--- config.mk ---
export PLATFORM = sky130hd
export DESIGN_NAME = c_ctrl_skid_stage
export DESIGN_NICKNAME = d
export VERILOG_FILES = /design/src/rtl/c_pipe_pkg.sv /design/src/rtl/c_sat_counter.sv /design/src/rtl/c_ctrl_skid_stage.sv
export SDC_FILE = /design/constraint.sdc
export NUM_CORES = 1
export LEC_CHECK = 0
export BUFFER_PORTS_ARGS = -buffer_cell sky130_fd_sc_hd__buf_2
export CORE_MARGIN = 2
export CORE_UTILIZATION = 35
export DETAILED_ROUTE_END_ITERATION = 12
export PLACE_DENSITY = 0.66
export SYNTH_ARGS = -nofsm -noshare
export SYNTH_HDL_FRONTEND = slang
export SYNTH_SLANG_ARGS = --single-unit
--- constraint.sdc ---
create_clock -name clk -period 2.6 [get_ports clk]
set_clock_uncertainty 0.15 [all_clocks]
set_input_delay 0.78 -clock clk [delete_from_list [all_inputs] [get_ports clk]]
set_output_delay 0.78 -clock clk [all_outputs]
set_load 0.05 [all_outputs]
--- src/rtl/c_pipe_pkg.sv ---
// Shared pipeline-control definitions: ID/EX control bundle layout and its NOP pattern.
package c_pipe_pkg;

    localparam int unsigned ID_EX_CTRL_W = 14;

    // MSB to LSB; a bubble sets only OpBSrc so the operand mux stays in a benign position.
    typedef struct packed {
        logic       RegWE_E;
        logic       RegWE_W;
        logic       OpBSrc;
        logic       MemWrite;
        logic       branch;
        logic       jump;
        logic [1:0] ExPath;
        logic [2:0] ALUFunc;
        logic [2:0] funct3;
    } id_ex_ctrl_t;

    localparam logic [ID_EX_CTRL_W-1:0] ID_EX_BUBBLE = 14'h0800;

endpackage

--- src/rtl/c_sat_counter.sv ---
// Saturating up-counter with synchronous clear; clear wins over any increment.
module c_sat_counter #(
    parameter int unsigned CNT_W = 16
) (
    input  logic             clk,
    input  logic             reset_n,
    input  logic             clr,
    input  logic [1:0]       inc,
    output logic [CNT_W-1:0] cnt
);

    logic [CNT_W-1:0] r_cnt;
    logic [CNT_W:0]   w_sum;

    // One extra bit catches the wrap so the result can be clamped to all-ones.
    always_comb begin
        w_sum = {1'b0, r_cnt} + {{(CNT_W-1){1'b0}}, inc};
    end

    // Counter register: clear, else clamp on overflow, else add.
    always_ff @(posedge clk or negedge reset_n) begin
        if (!reset_n) begin
            r_cnt <= '0;
        end else if (clr) begin
            r_cnt <= '0;
        end else if (w_sum[CNT_W]) begin
            r_cnt <= '1;
        end else begin
            r_cnt <= w_sum[CNT_W-1:0];
        end
    end

    assign cnt = r_cnt;

endmodule

--- src/rtl/c_ctrl_skid_stage.sv ---
// Control-bundle pipeline stage: main + skid entry, stall freeze, flush to bubble,
// stall and squash performance counters. in_ready never sees out_ready.
module c_ctrl_skid_stage
    import c_pipe_pkg::*;
#(
    parameter int unsigned             WIDTH  = ID_EX_CTRL_W,
    parameter logic [WIDTH-1:0]        BUBBLE = ID_EX_BUBBLE,
    parameter int unsigned             CNT_W  = 16
) (
    input  logic             clk,
    input  logic             reset_n,
    input  logic             in_valid,
    output logic             in_ready,
    input  logic [WIDTH-1:0] in_data,
    input  logic             stall_i,
    input  logic             flush_i,
    output logic             out_valid,
    input  logic             out_ready,
    output logic [WIDTH-1:0] out_data,
    input  logic             clr_cnt,
    output logic [CNT_W-1:0] stall_cnt,
    output logic [CNT_W-1:0] squash_cnt
);

    logic             r_m_valid;
    logic [WIDTH-1:0] r_m_data;
    logic             r_s_valid;
    logic [WIDTH-1:0] r_s_data;

    logic             w_m_valid_nxt;
    logic [WIDTH-1:0] w_m_data_nxt;
    logic             w_s_valid_nxt;
    logic [WIDTH-1:0] w_s_data_nxt;
    logic             w_push;
    logic             w_pop;
    logic [1:0]       w_stall_inc;
    logic [1:0]       w_squash_inc;

    assign in_ready  = !r_s_valid && !stall_i && !flush_i;
    assign out_valid = r_m_valid && !stall_i;
    assign out_data  = r_m_data;
    assign w_push    = in_valid && in_ready;
    assign w_pop     = out_valid && out_ready;

    // Next-state of the two entries; flush beats stall, stall holds everything.
    always_comb begin
        w_m_valid_nxt = r_m_valid;
        w_m_data_nxt  = r_m_data;
        w_s_valid_nxt = r_s_valid;
        w_s_data_nxt  = r_s_data;
        if (flush_i) begin
            w_m_valid_nxt = 1'b0;
            w_m_data_nxt  = BUBBLE;
            w_s_valid_nxt = 1'b0;
            w_s_data_nxt  = BUBBLE;
        end else if (!stall_i) begin
            if (w_pop) begin
                if (r_s_valid) begin
                    // in_ready is low while skid is full, so no push can collide here.
                    w_m_data_nxt  = r_s_data;
                    w_s_valid_nxt = 1'b0;
                    w_s_data_nxt  = BUBBLE;
                end else if (w_push) begin
                    w_m_data_nxt  = in_data;
                end else begin
                    w_m_valid_nxt = 1'b0;
                    w_m_data_nxt  = BUBBLE;
                end
            end else if (w_push) begin
                if (!r_m_valid) begin
                    w_m_valid_nxt = 1'b1;
                    w_m_data_nxt  = in_data;
                end else begin
                    w_s_valid_nxt = 1'b1;
                    w_s_data_nxt  = in_data;
                end
            end
        end
    end

    // Entry registers; reset empties both entries and parks the data at the bubble pattern.
    always_ff @(posedge clk or negedge reset_n) begin
        if (!reset_n) begin
            r_m_valid <= 1'b0;
            r_m_data  <= BUBBLE;
            r_s_valid <= 1'b0;
            r_s_data  <= BUBBLE;
        end else begin
            r_m_valid <= w_m_valid_nxt;
            r_m_data  <= w_m_data_nxt;
            r_s_valid <= w_s_valid_nxt;
            r_s_data  <= w_s_data_nxt;
        end
    end

    // Counter increments: a flushed cycle counts only as squash, never as stall.
    always_comb begin
        w_stall_inc  = {1'b0, !flush_i && (stall_i || (r_m_valid && !out_ready))};
        w_squash_inc = 2'd0;
        if (flush_i) begin
            w_squash_inc = {1'b0, r_m_valid} + {1'b0, r_s_valid};
        end
    end

    c_sat_counter #(.CNT_W(CNT_W)) u_stall_cnt (
        .clk     (clk),
        .reset_n (reset_n),
        .clr     (clr_cnt),
        .inc     (w_stall_inc),
        .cnt     (stall_cnt)
    );

    c_sat_counter #(.CNT_W(CNT_W)) u_squash_cnt (
        .clk     (clk),
        .reset_n (reset_n),
        .clr     (clr_cnt),
        .inc     (w_squash_inc),
        .cnt     (squash_cnt)
    );

endmodule

==> metrics.yaml, run 1 <==
cts_sinks: 62
rsz0062_at_grt: "no"
final_nets: 418
die_w_um: 99.7
synth.distinct_cells: 50
numCtsBuffers: 9
gp_congestion: 0.761
hold_ws_ps: 293
hold_viol_final: 0
worst_path_most_repeated_cell: "buf_4"
synth_edf_count: 0
fin_setup_tns_ps: 0
syn_area_per_cell_um2: 10.4
crit_path_start: "flush_i"
power_switching_share_pct: 29.3
r2r_cells: 9
first_global_vias: 2559
fmax_mhz: 394
clkTransAtPathRegs_ps: 70
routedWlPerCell_um: 14.5
holdCritPathClass: "in2async"
row_count: 34
fin_crit_sh_pct: 97.6
critical_path_buf_inv_count: 4
worstMarginPinSlew_ps: 543
path_class: "in2out"
synth_fp_nets: 335
crit_chain: "buf_2 > buf_4 > buf_4 > nor3_2 > clkbuf_4"
power.switching_w: 0.000592
num_vias: 2592
ant_nets: 0
diodes: 0
yosys-top-cells-count: "dfrtp_1 (60), inv_1 (29), nand2_1 (27)"
grt_pass1_wl_um: 12300
endpoint_kind: "output port"
power_w: 0.00202
avgViaCountPerCell: 5.14
power_density_nw_per_um2: 510
critical_path_depth: 5
setup_violations: 0
final_max_slew_viol_count: 0
synth_ff_type: "dfrtp_1"
maxCapViolations: 0
insertion_delay_ps: 340
dieArea_um2: 9940
port_buffers: 68
antenna_found_initial: 0
yosysTopAreaCell: "dfrtp_1"
pwr-share-comb_pct: 12.3
seq_power_share_pct: 50.7
cpPeakStageDelay_ps: 250
rr_endpoint: "u_squash_cnt.cnt[9]"
crit_path_start_kind: "input port"
syn_inst: 308
syn2layout_area_growth_pct: 23.7
drive_gt1_share_pct: 33.8
grt_max_degree: 63
cts_max_level: 3
firstDrtPassIters: 6
drtIter0Drc: 73
cts_tree: "yes"
synth_area_leaders: "dfrtp_1 (47%), mux2i_1 (4.4%), o2bb2ai_1 (3.6%)"
initial_core_util_pct: 36.4
yosysWarnings: 0
power.leakage_nw: 1.93
rrSetupSlack_ps: 200
cts_hold_buf: 0
irDropWorstVdd_v: 0.000259
wl_um: 7320
outcome: "finished, final reports clean"
slew_headroom_pct: 63.7
cp-endpoint: "in_ready"
io_pins: 69
ys_ff_latch: 62
ys_seq_area_share_pct: 48.5
power.internal_w: 0.00143
slowest_stage: "clkbuf_4"
post_cts.repair.setup_buffers: 0
cp_top_family: "buffers and inverters"
fill_cells: 821
arrival_ps: 1610
regToRegStartpoint: "r_m_valid"
period_needed_ps: 2540
cp.required_ps: 1670
overflow: 0
die_h_um: 99.7
power_frac_clock_pct: 37.0
core_area_um2: 8810
syn_area_um2: 3210
async_flop_share_pct: 100
synth_top_area_share_pct: 46.8
grt_usage_pct: 15.5
yosysMostFrequentCell: "dfrtp_1"
drc: 0
cts-root-buf: "clkbuf_8"
crit_fanout: 7
dp.final_hpwl_um: 5190
clockBufferDepth: 2
## power groups by stage
stage | Clock (W) | Sequential (W) | Combinational, W
6_report | 0.000749 | 0.00103 | 0.000248
2_1_floorplan | 0 | 0.00110 | 0.000103
3_3_place_gp | 0 | 0.00104 | 0.000247
4_1_cts | 0.000771 | 0.00103 | 0.000252
5_1_grt | 0.000816 | 0.00103 | 0.000276
3_5_place_dp | 0 | 0.00104 | 0.000251
## flip-flops by register name (all words and copies together) (netlist names)
name / flops
u_stall_cnt.cnt: 16
r_s_data: 14
u_squash_cnt.cnt: 16
r_m_valid: 1
out_data: 14
r_s_valid: 1
## worst min-delay path by stage
stage / to / slack, ps / depth (start not counted)
after detailed placement: out_data[11] / 300 / 2
after CTS: r_s_data[3] / 300 / 2
final: r_s_data[2] / 290 / 2
after floorplan: out_data[0] / 330 / 0
after global routing: r_s_data[2] / 310 / 2
after global placement: out_data[11] / 300 / 2
## cell type report
type                    count  area, µm²  share of cell area [%]
clock buffers               9        124                    3.12
multi-input cells         200       1470                    37.1
clock inverters             7       48.8                    1.23
well taps                 108        135                    3.41
inverters                  29        109                    2.74
flip-flops and latches     62       1550                    39.2
repair buffers             89        526                    13.2
## cells in the final DEF (no fill, tap or decap), types with 2 or more instances in the layout
cell        synthesis  final
a211oi_1            3      3
a21oi_1            18     18
a21oi_2            11     11
a22oi_1            14     14
and3_1              2      2
and4_1              2      2
buf_12              0      2
buf_2               6     67
buf_4               3     19
clkbuf_8            0      9
clkinv_2            0      2
clkinvlp_4          0      4
dfrtp_1            60     60
dfstp_2             2      2
ha_1                5      4
inv_1              29     28
mux2i_1            14     14
nand2_1            27     27
nand3_1             7      7
nand4_1             9      9
nor2_1              9      9
nor2b_1             3      2
nor3_1              7      6
nor4_1              5      5
o21ai_0             7      2
o21ai_1             0      5
o2bb2ai_1          13     13
xnor2_1            12     12
xor2_1              9      9
## worst reg2reg max path: cells and delay by family, from the launching register on
kind	cells	cell delay (ps)
buf+inv	1	40
flops	1	390
simple gates	4	900
compound gates	1	90
fa+ha+maj	3	760
## what timing repair did
action,in CTS,in global routing
gates resized for setup,0,2
endpoints found under the hold margin,0,0
setup endpoints to repair,0,3
## cell families (layout without fill, tap and decap cells)
group                      after synthesis  count (layout)  synth area share [%]
xor gates and xnor gates                21              21                  5.74
and+or+nand+nor                         84              84                  15.3
AOI/OAI and AO/OA                       74              74                  16.8
muxes                                   15              15                  4.72
adders and majority gates                6               6                  2.58
DFF                                     62              62                  48.5
buffers and inverters                   46             134                  6.48
## layer usage
layer / GRT usage [%] / routed length (µm)
met1: 19.7 / 3330
met3: 4.36 / 337
met5: 0 / 0
met4: 4.11 / 50
met2: 26.0 / 3610
## per-stage QoR
stage	utilization [%]	worst slack [ps]	instance area (µm²)	instances
6_report	45.0	61.8	3970	504
5_1_grt	45.0	8.39	3970	504
4_1_cts	45.0	14.0	3960	504
3_5_place_dp	43.0	-107	3790	488
3_3_place_gp	43.0	-69.4	3790	488
2_1_floorplan	-	-76.5	3250	308
Note: power is estimated with default switching activity, not from simulation.
==> inputs of run 2 (changes only) <==
- CAP_MARGIN: not set -> 5
- SLEW_MARGIN: not set -> 20
- SYNTH_HIERARCHICAL: not set -> 1
==> run 2 against run 1 <==
Effect of this change: synthesized cell count is 0.32% higher; critical path depth is 1 lower; critical path type unchanged; flip-flop and latch count stayed put; hold slack worse by 13 ps.
==> metrics.yaml, run 2 <==
synth_area_leaders: "dfrtp_1 (45%), a21oi_1 (4.4%), mux2i_1 (4.2%)"
routedWlPerCell_um: 14.6
top_usage_layer: "met2"
io_pins: 69
numCtsBuffers: 9
syn_inst: 309
regToRegStartpoint: "r_m_valid"
grt_util_met1_pct: 22.2
syn_area_per_cell_um2: 10.8
dp_slack_ps: -332
port_buffers: 68
crit_path_start_kind: "input port"
path_class: "in2out"
endpoint_kind: "output port"
place_area_um2: 4040
register_area_um2: 1550
cts_sinks: 62
final_cell_mix: "buf_2 (68), dfrtp_1 (60), inv_1 (26)"
post-route-cell-area_um2: 4240
first_global_vias: 2781
multi_input_area_um2: 1700
gp_congestion: 0.829
yosys-top-cells-count: "dfrtp_1 (60), a21oi_1 (29), inv_1 (28)"
drtIter0Drc: 72
syn_area_um2: 3330
cp.required_ps: 1670
die_h_um: 102
ant_nets: 0
syn2layout_area_growth_pct: 27.3
dieArea_um2: 10300
die_w_um: 102
yosysWarnings: 6
grt_max_degree: 63
rrSetupSlack_ps: 200
initial_core_util_pct: 36.1
outcome: "finished, final reports clean"
final_common_cell: "buf_2"
crit_path_start: "stall_i"
async_flop_share_pct: 100
post-route-worst-setup-slack_ps: 57.4
ys_seq_area_share_pct: 46.6
arrival_ps: 1610
yosysMostFrequentCell: "dfrtp_1"
drc: 0
power_density_nw_per_um2: 506
antenna_found_initial: 0
drive_gt1_share_pct: 38.5
diodes: 0
row_count: 35
clkTransAtPathRegs_ps: 60
fin_crit_sh_pct: 97.8
cp-endpoint: "out_valid"
grt_use_met2_pct: 24.7
yosysTopAreaCell: "dfrtp_1"
use_met3_pct: 3.93
synth_top_area_share_pct: 45.1
grt_usage_pct: 16.3
hold_viol_final: 0
cts_hold_buf: 0
grt_pass1_wl_um: 13200
core_area_um2: 9240
period_needed_ps: 2540
rr_endpoint: "u_squash_cnt/cnt[10]"
crit_fanout: 6
final_nets: 430
holdCritPathClass: "in2async"
maxCapViolations: 0
worstMarginPinSlew_ps: 705
insertion_delay_ps: 340
slew_headroom_pct: 53.0
fmax_mhz: 393
setup_violations: 0
irDropWorstVdd_v: 0.000159
fill_cells: 872
ys_ff_latch: 62
avgViaCountPerCell: 4.95
r2r_cells: 9
cts_max_level: 3
cts-root-buf: "clkbuf_8"
overflow: 0
fin_setup_tns_ps: 0
dp.final_hpwl_um: 5480
cts_tree: "yes"
synth.distinct_cells: 52
power.leakage_nw: 2.10
wl_um: 7780
num_vias: 2644
synth_edf_count: 0
synth_ff_type: "dfrtp_1"
final_max_slew_viol_count: 0
clockBufferDepth: 2
utilization_pct: 45.9
firstDrtPassIters: 4
-- run 2: cell types whose count changed after synthesis, sizes merged, moves of 4 or more --
cell	delta
o2bb2ai	-4
mux2	+4
a22oi	-5
a311oi	+4
a22o	+4
a31oi	+8
-- run 2: timing repair --
action	CTS	global route
gates resized for setup	0	3
setup endpoints to repair	0	18
setup buffers	0	1
-- run 2: area by class of cell --
| type | instances | area share (%) |
|---|---|---|
| repair buffers | 93 | 12.8 |
| clock buffers | 13 | 3.98 |
| flip-flops and latches | 62 | 36.6 |
| well taps | 129 | 3.81 |
| clock inverters | 1 | 0.118 |
| multi-input cells | 207 | 40.0 |
| inverters | 29 | 2.57 |
-- run 2: logic make-up after synthesis --
kind of cell,synth area share [%]
compound gates,16.0
fa+ha+maj,3.08
other cells,0.113
flops,46.6
xor+xnor,5.26
simple gates,17.4
mux,6.01
buf+inv,5.56
-- run 2: per-stage QoR --
stage	instances	hold WS, ps	power [W]
4_1_cts	533	301	0.00217
2_1_floorplan	310	310	0.00128
6_report	534	280	0.00215
3_3_place_gp	519	317	0.00139
3_5_place_dp	519	324	0.00139
5_1_grt	534	294	0.00225
-- run 2: worst max-delay path, stage by stage --
cell and delay [ps]:
buf_2 120, buf_4 150, and2b_4 280, buf_2 280
-- run 2: worst min path at each step --
stage | from | to | slack, ps | cells after the start
floorplan | r_s_data[11] | r_s_data[11] | 310 | 2
global placement | out_data[10] | out_data[10] | 320 | 1
detailed placement | out_data[10] | out_data[10] | 320 | 1
CTS | reset_n | u_stall_cnt/cnt[1] | 300 | 2
global route | reset_n | out_data[2] | 290 | 2
finish | reset_n | out_data[1] | 280 | 2
-- run 2: power breakdown --
| group | switching [W] | internal (W) | leakage (nW) |
|---|---|---|---|
| sequential | 0.0000284 | 0.00101 | 0.835 |
| combinational | 0.000222 | 0.000111 | 1.17 |
| clock | 0.000362 | 0.000412 | 0.0914 |
| total | 0.000612 | 0.00154 | 2.10 |
-- run 2: layer usage --
layer,part of all wire [%],wire [µm]
met1,48,3730
met4,1.7,136
met3,5.1,394
met5,0,0
met2,45,3520
